File: src/rtl/seq_pkg.sv
// Shared definitions for the serial sequence generator and detector FSMs:
// state encoding and the length-field width helper.
package seq_pkg;

  localparam logic [2:0] S_IDLE   = 3'd0;
  localparam logic [2:0] S_SHIFT  = 3'd1;
  localparam logic [2:0] S_GAP    = 3'd2;
  localparam logic [2:0] S_DONE   = 3'd3;
  localparam logic [2:0] S_PARITY = 3'd4;

  typedef enum logic [2:0] {
    ST_IDLE   = S_IDLE,
    ST_SHIFT  = S_SHIFT,
    ST_GAP    = S_GAP,
    ST_DONE   = S_DONE,
    ST_PARITY = S_PARITY
  } seq_state_t;

  // Width of a length field that can express every value 0..pat_w.
  function automatic int len_w(input int pat_w);
    return $clog2(pat_w) + 1;
  endfunction

endpackage

File: src/rtl/seq_piso_reg.sv
// Loadable parallel-in serial-out register with a down-counting bit index.
// The serial output is registered and returns to 0 when no action is requested.
module seq_piso_reg
  import seq_pkg::*;
#(
  parameter int PAT_W = 8,
  parameter int LW    = len_w(PAT_W)
) (
  input  logic             clk,
  input  logic             reset_n,
  input  logic             load,
  input  logic             reload,
  input  logic             shift,
  input  logic             put_en,
  input  logic             put_bit,
  input  logic [PAT_W-1:0] pattern,
  input  logic [LW-1:0]    len_eff,
  output logic             sout,
  output logic             last
);

  localparam int IW = (PAT_W > 1) ? $clog2(PAT_W) : 1;

  logic [PAT_W-1:0] pat_q;
  logic [LW-1:0]    len_q;
  logic [IW-1:0]    idx;
  logic [IW-1:0]    load_idx;
  logic [IW-1:0]    first_idx;
  logic [IW-1:0]    next_idx;

  assign load_idx  = IW'(len_eff - LW'(1));
  assign first_idx = IW'(len_q - LW'(1));
  assign next_idx  = idx - IW'(1);
  assign last      = (idx == '0);

  // idx always names the bit currently on sout.
  always_ff @(posedge clk or negedge reset_n) begin
    if (!reset_n) begin
      pat_q <= '0;
      len_q <= '0;
      idx   <= '0;
      sout  <= 1'b0;
    end else if (load) begin
      pat_q <= pattern;
      len_q <= len_eff;
      idx   <= load_idx;
      sout  <= pattern[load_idx];
    end else if (reload) begin
      idx  <= first_idx;
      sout <= pat_q[first_idx];
    end else if (shift) begin
      idx  <= next_idx;
      sout <= pat_q[next_idx];
    end else if (put_en) begin
      sout <= put_bit;
    end else begin
      sout <= 1'b0;
    end
  end

endmodule

File: src/rtl/seq_pattern_gen.sv
// Serial bit-pattern transmitter: MSB-first passes with idle gaps and a done pulse.
// Define SEQ_GEN_PARITY_EN to append an even-parity bit after every pass.
module seq_pattern_gen
  import seq_pkg::*;
#(
  parameter int PAT_W = 8,
  parameter int CNT_W = 4,
  parameter int GAP   = 2
) (
  input  logic                    clk,
  input  logic                    reset_n,
  input  logic                    start,
  input  logic [PAT_W-1:0]        pattern,
  input  logic [len_w(PAT_W)-1:0] len,
  input  logic [CNT_W-1:0]        rep,
  output logic                    serial_out,
  output logic                    bit_valid,
  output logic                    busy,
  output logic                    done
);

  localparam int LW = len_w(PAT_W);
  localparam int GW = (GAP > 1) ? $clog2(GAP) : 1;

  seq_state_t       state;
  logic [CNT_W-1:0] pass_cnt;
  logic [GW-1:0]    gap_cnt;
  logic [LW-1:0]    len_eff;
  logic             load, reload, shift, put_en, put_bit;
  logic             last, more, pass_end;
`ifdef SEQ_GEN_PARITY_EN
  logic             par_q;
`endif

  assign len_eff = (len == '0 || len > LW'(PAT_W)) ? LW'(PAT_W) : len;
  assign more    = (pass_cnt != '0);

  // Datapath strobes decoded from the FSM state.
  always_comb begin
    load    = (state == ST_IDLE) && start;
    shift   = (state == ST_SHIFT) && !last;
`ifdef SEQ_GEN_PARITY_EN
    pass_end = (state == ST_PARITY);
    put_en   = (state == ST_SHIFT) && last;
    put_bit  = par_q ^ serial_out;
`else
    pass_end = (state == ST_SHIFT) && last;
    put_en   = 1'b0;
    put_bit  = 1'b0;
`endif
    reload  = (pass_end && more && GAP == 0) || (state == ST_GAP && gap_cnt == '0);
  end

  seq_piso_reg #(.PAT_W(PAT_W), .LW(LW)) u_piso (
    .clk     (clk),
    .reset_n (reset_n),
    .load    (load),
    .reload  (reload),
    .shift   (shift),
    .put_en  (put_en),
    .put_bit (put_bit),
    .pattern (pattern),
    .len_eff (len_eff),
    .sout    (serial_out),
    .last    (last)
  );

  // End of a pass decides between another pass (with or without a gap) and DONE.
  always_ff @(posedge clk or negedge reset_n) begin
    if (!reset_n) begin
      state     <= ST_IDLE;
      pass_cnt  <= '0;
      gap_cnt   <= '0;
      bit_valid <= 1'b0;
      busy      <= 1'b0;
      done      <= 1'b0;
`ifdef SEQ_GEN_PARITY_EN
      par_q     <= 1'b0;
`endif
    end else if (pass_end) begin
`ifdef SEQ_GEN_PARITY_EN
      par_q <= 1'b0;
`endif
      if (!more) begin
        state     <= ST_DONE;
        done      <= 1'b1;
        bit_valid <= 1'b0;
      end else if (GAP == 0) begin
        state     <= ST_SHIFT;
        pass_cnt  <= pass_cnt - CNT_W'(1);
        bit_valid <= 1'b1;
      end else begin
        state     <= ST_GAP;
        gap_cnt   <= GW'(GAP - 1);
        bit_valid <= 1'b0;
      end
    end else begin
      case (state)
        ST_IDLE: begin
          if (start) begin
            state     <= ST_SHIFT;
            pass_cnt  <= rep;
            busy      <= 1'b1;
            bit_valid <= 1'b1;
`ifdef SEQ_GEN_PARITY_EN
            par_q     <= 1'b0;
`endif
          end
        end
        ST_SHIFT: begin
`ifdef SEQ_GEN_PARITY_EN
          par_q <= par_q ^ serial_out;
          if (last) state <= ST_PARITY;
`endif
        end
        ST_GAP: begin
          if (gap_cnt == '0) begin
            state     <= ST_SHIFT;
            pass_cnt  <= pass_cnt - CNT_W'(1);
            bit_valid <= 1'b1;
          end else begin
            gap_cnt <= gap_cnt - GW'(1);
          end
        end
        ST_DONE: begin
          state <= ST_IDLE;
          done  <= 1'b0;
          busy  <= 1'b0;
        end
        default: state <= ST_IDLE;
      endcase
    end
  end

endmodule

File: config.mk
export PLATFORM = sky130hd
export DESIGN_NAME = seq_pattern_gen
export DESIGN_NICKNAME = d
export VERILOG_FILES = /design/src/rtl/seq_pkg.sv /design/src/rtl/seq_piso_reg.sv /design/src/rtl/seq_pattern_gen.sv
export SDC_FILE = /design/constraint.sdc
export NUM_CORES = 1
export LEC_CHECK = 0
export CORE_MARGIN = 1.5
export CORE_UTILIZATION = 57
export DETAILED_ROUTE_END_ITERATION = 6
export PLACE_DENSITY = 0.83
export SLEW_MARGIN = 20
export SYNTH_ARGS = -nofsm -noshare
export SYNTH_HDL_FRONTEND = slang
export SYNTH_SLANG_ARGS = --single-unit
File: constraint.sdc
create_clock -name clk -period 2.41 [get_ports clk]
set_input_delay 0.482 -clock clk [delete_from_list [all_inputs] [get_ports clk]]
set_output_delay 0.482 -clock clk [all_outputs]
set_load 0.05 [all_outputs]
; ---- Word-level counts from Yosys, hierarchy flattened
; Index checks and enable logic that the tools add are counted.
[totals]
reg_bits = 26
latch_bits = 0
ram_bits = 0
romBits = 0
output_inout_bits = 4
elab_cells = 86
n_memories = 0
[op_classes]
add_sub_neg = 5
n_mul = 0
div = 0
n_lt_le_gt_ge = 4
eq_ne = 10
n_shift = 0
mux = 33
bitwise = 2
reduce_logical = 22
[ops]
columns = op, n
row1 = 3-bit 2-to-1 mux, 7
row2 = 1-bit 2-to-1 mux, 17
row3 = 3-bit by 4-bit < comparator with 1-bit output (second input constant), 3
row4 = 2-bit inequality test (second input constant), 5
row5 = 1-bit binary-select mux with 3-bit select, 3
row6 = 3-bit one-hot mux with 3 select lines, 1
row7 = 3-bit AND reduction, 3
row8 = 3-bit by 1-bit subtractor with 3-bit output (second input constant), 3
row9 = 4-bit 2-to-1 mux, 2
row10 = 4-bit one-hot mux with 2 select lines, 1
row11 = 2-bit nonzero test, 4
row12 = 3-bit by 2-bit equality test with 1-bit output (second input constant), 2
row13 = 3-bit zero test, 2
row14 = 3-bit inequality test (second input constant), 2
row15 = 3-bit nonzero test, 2
row16 = 4-bit > comparator (second input constant), 1
row17 = 1-bit logical AND, 4
row18 = 4-bit zero test, 1
row19 = 1-bit one-hot mux with 2 select lines, 2
row20 = 2-bit AND reduction, 2
row21 = 4-bit AND reduction, 1
row22 = 4-bit nonzero test, 1
row23 = 4-bit by 1-bit subtractor with 4-bit output (second input constant), 1
row24 = 3-bit by 1-bit equality test with 1-bit output (second input constant), 1
row25 = 4 further kinds, 5

; ---- Longest topological paths before layout
[depth]
ltp_word = 7
depth_mapped = 8
ltp_nobuf = 7

; ---- By module
; From an unflattened synthesis, not the netlist that was laid out.
[unflattened]
hier_cells = 150
hier_area_um2 = 1580.3
[modules_own_cells]
columns = mod, n_inst, cells_per_inst, area_each_um2, seq_area_each_um2
row1 = seq_piso_reg, 1, 78, 933.4, 375.4
row2 = seq_pattern_gen, 1, 72, 646.9, 250.2

; ---- Worst setup path before layout
; OpenSTA, ideal clock, no wires.
[synth_path]
path_kind = register to register
from = register state[1]
to = register pass_cnt[3]
setup_time_ps = 126
t_arrival_ps = 1430
path_slack_ps = 854
path_stages_with_launch = 9
synth_period_minus_slack_ps = 1556
cell_sequence = dfrtp_1 -> inv_1 -> ha_1 -> buf_2 -> nand3b_2 -> o2111ai_2 -> nor2_1 -> o21ai_1 -> o311a_1
[synth_via]
elab_chain_cells = 4
elab_cells_between_ends = 10
[synth_lines]
columns = item, line_no
row1 = from (decl), seq_pattern_gen.sv:25  ; seq_state_t state;
row2 = from (signal assigned), seq_pattern_gen.sv:71  ; state <= ST_IDLE;
row3 = from (signal assigned), seq_pattern_gen.sv:85  ; state <= ST_DONE;
row4 = from (signal assigned), seq_pattern_gen.sv:89  ; state <= ST_SHIFT;
row5 = "parallel branches: the longest is 4 deep, another holds 4-bit AND reduction", n/a
row6 = to (signal assigned), seq_pattern_gen.sv:90  ; pass_cnt <= pass_cnt - CNT_W'(1);
row7 = to (signal assigned), seq_pattern_gen.sv:102  ; pass_cnt <= rep;
row8 = to (signal assigned), seq_pattern_gen.sv:119  ; pass_cnt <= pass_cnt - CNT_W'(1);
row9 = to (decl), seq_pattern_gen.sv:26  ; logic [CNT_W-1:0] pass_cnt;
; Parallel ways; which one is timed is not known.
; A chain may end at the register's enable or synchronous reset.

; ---- Final worst setup path
[layout_path]
from = register done
to = output port done
[layout_lines]
columns = item, line_no
row1 = from (decl), seq_pattern_gen.sv:19  ; output logic done
row2 = from (signal assigned), seq_pattern_gen.sv:76  ; done <= 1'b0;
row3 = from (signal assigned), seq_pattern_gen.sv:86  ; done <= 1'b1;
row4 = from (signal assigned), seq_pattern_gen.sv:127  ; done <= 1'b0;
; No word-level cell between the ends.

==> metrics.md <==
| Metric | Value |
|---|---|
| Main combinational cell family by area after synthesis | `multiplexers` |
| Final hold vios | `0` |
| Top cell type by total area after synthesis | `dfrtp_1` |
| Setup TNS | `0 ns` |
| Met1 Track Usage GR | `28.52%` |
| Crit path DAT | `1.51 ns` |
| I/O Pins | `23` |
| Placed insts | `199` |
| Via count | `1200` |
| Final #Nets | `201` |
| DR pass1 iterations | `4` |
| Maximum vdd drop | `833.6 µV` |
| DRC Markers | `0` |
| # port buffers | `22` |
| # fillers | `203` |
| Diode count | `0` |
| Unrepaired setup endpoints after global routing | `no` |
| Crit Path Category | `flip-flop to output pin` |
| First-pass GRT wire length | `4.830 mm` |
| Skew final | `0.003208 ns` |
| Non-Filler Instances | `203` |
| Met3 Use GR | `2.957%` |
| Post-route setup slack | `0.4227 ns` |
| Postcts setup bufs | `0` |
| Core ar. | `2522 µm²` |
| Worst path required time | `1.93 ns` |
| Area Growth Syn to Fin | `17.63%` |
| Busiest grt layer | `met2` |
| Synthesis-stage register bit count | `25` |
| Crit path from | `done` |
| Compound-gate portion of the synthesized area | `13.32%` |
| Top cell type's share of synthesized area | `40.62%` |
| Initial antenna violation count | `0` |
| Top_reg_cell synth | `dfrtp_1` |
| Slew Limit Fails | `0` |
| Mux cell area share after synthesis | `18.68%` |
| Initial Util | `61.06%` |
| Post-Synth Adder-Cell Area | `6.499%` |
| Drt total wl | `3.093 mm` |
| Max clock buf depth | `2` |
| TritonCTS clock tree | `built` |
| Die Y | `54.98 µm` |
| DRT iter0 DRCs | `19` |
| Cell count after synthesis | `151` |
| Hpwl dp | `2.375 mm` |
| Simple logic cell fraction of the synthesized area | `12.02%` |
| Clock root buffer | `clkbuf_4` |
| WL/cell | `15.24 µm` |
| CP delay by family, top | `buffers and inverters` |
| Startpoint types | `flip-flop` |
| CP endpoint kind | `output pin` |
| Number of synthesized flops with an enable pin | `0` |
| Worst rel slew slack | `56.99%` |
| Slowest stage cell, crit path | `clkdlybuf4s50_1` |
| Htree depth | `1` |
| Area of the die | `3023 µm²` |
| Period utilisation layout | `82.46%` |
| GRT Total Usage | `23.15%` |
| Total CTS buffers | `3` |
| XOR/XNOR share of the synthesized area | `3.412%` |
| Worst Hold Class | `primary input to asynchronous set/reset pin` |
| Synthesized area per cell | `10.20 µm²` |
| Synth cell types | `32` |
| Routed Antenna Nets | `0` |
| Routability Congestion | `0.8084` |
| Vias per cell | `5.911` |
| CTS clock-pin slew for the worst setup and hold paths | `0.15 ns` |
| Crit path buf inv count | `1` |
| Syn Nets | `178` |
| Global route overflow | `0` |
| Status | `complete, no violations` |
| Final Core Density | `71.83%` |
| Pre-CTS setup slack | `0.3424 ns` |
| Synth async-reset ratio | `100.0%` |
| Hold_buf cts | `0` |
| MaxCap Viol Count | `0` |
| R2R Path Start | `state[0]` |
| Crit path max fanout | `2` |
| Post-cts resize count | `0` |
| Die width | `54.98 µm` |
| CP max stage delay | `0.80 ns` |
| Crit path time final | `1.987 ns` |
| Pleak | `0.8191 nW` |
| Worst Tran Pin Value | `0.6437 ns` |
| M2 GR Usage | `39.68%` |
| CP cell instances | `clkdlybuf4s50_1` |
| P per Cell Area | `1176 nW/µm²` |
| Synth top area cells | `dfrtp_1 41%, mux2_2 7.3%, mux4_1 6.8%` |
| Fmax | `503.2 MHz` |
| Synth warn | `0` |
| Final Total Pwr | `2.131 mW` |
| Largest net degree at the start of global routing | `26` |
| Final setup viols | `0` |
| Proportion of synthesized chip area in sequential cells | `40.62%` |
| Post-Syn Area | `1540 µm²` |
| Clk_lat worst skew | `0.32 ns` |
| Layout cells sized above 1 | `10.40%` |
| FP Rows | `18` |
| Vias in the first global route | `1123` |
| Clock Sinks | `25` |
## layout make-up
class / count / area [µm²] / area share [%]
Inverter: 14 / 52.55 / 2.901
Timing Repair Buffer: 24 / 235.2 / 12.98
Clock buffer: 3 / 22.52 / 1.243
Multi-Input combinational cell: 106 / 830.8 / 45.86
Tap cell: 30 / 37.54 / 2.072
Clock inverter: 1 / 7.507 / 0.4144
Sequential cell: 25 / 625.6 / 34.53
## worst paths after layout
check                             endpoint  slack [ns]  cells past startpoint
max reg2reg                    pass_cnt[3]        0.51                      6
max in group asynchronous  u_piso.len_q[2]        1.67                      2
max                                   done        0.42                      1
min reg2reg                      bit_valid        0.50                      2
min in group clk                 bit_valid        0.50                      2
min                                   busy        0.49                      2
## per-layer routing
layer / vias to the layer above / routed length, µm
met2: 40 / 1516
li1: 576 / -
met3: 8 / 157
met1: 576 / 1343
met4: 0 / 74
met5: - / 0
## worst reg2reg max path: stages (launching register included)
cell and delay, ns:
dfrtp_1 0.43, inv_1 0.11, ha_1 0.46, o2111ai_2 0.35, nor2_1 0.21, o21ai_1 0.09, o311a_1 0.15
## synth_stat cells (2+ instances only)
cell,instances
nor3b_1,2
nand3_1,2
a21oi_1,13
inv_1,14
nor3_1,4
mux2i_1,7
o21ai_0,7
xnor2_1,4
nand2b_1,5
nor2_1,10
nor2b_1,3
a31oi_1,3
mux4_1,4
dfrtp_1,25
ha_1,8
xor2_1,2
mux2_2,10
buf_2,4
nand2_1,11
## power by group
| group | switching, mW | internal [mW] | leakage (nW) |
|---|---|---|---|
| clock | 0.134 | 0.0634 | 0.0139 |
| combinational | 0.581 | 0.582 | 0.512 |
| sequential | 0.153 | 0.617 | 0.293 |
## through the flow
stage                     area [µm²]  hold WS, ns
after global placement          1782       0.4602
final                           1812       0.4934
after floorplan                 1540       0.1864
after CTS                       1812       0.5002
after global routing            1812       0.5317
after detailed placement        1782       0.4794
## logic make-up after synthesis
kind of cell	Yosys count
adder cells (fa/ha/maj)	8
buffers and inverters	20
AND/OR/NAND/NOR	38
flip-flops	25
multiplexers	21
XOR/XNOR	6
AO/OA/AOI/OAI	33
## layout by cell type, fill, tap and decap left out, types with 2 or more instances in the layout
cell              n
ha_1              8
xor2_1            2
nand2_1          11
nor3b_1           2
dfrtp_1          25
clkdlybuf4s50_1  22
nor2b_1           3
nand2b_1          5
nand3_1           2
mux4_1            4
nor3_1            4
xnor2_1           4
buf_4             2
o21ai_0           7
inv_1            14
a31oi_1           3
nor2_1           10
a21oi_1          13
mux2_2           10
mux2i_1           7
clkbuf_4          3
## flip-flops by register name, indices dropped and copies added, names as in the netlist
| register | cells |
|---|---|
| done | 1 |
| u_piso.pat_q | 8 |
| pass_cnt | 4 |
| busy | 1 |
| gap_cnt | 1 |
| bit_valid | 1 |
| u_piso.idx | 3 |
| u_piso.sout | 1 |
| u_piso.len_q | 3 |
| state | 2 |
Power figures use the tool's default switching activity.
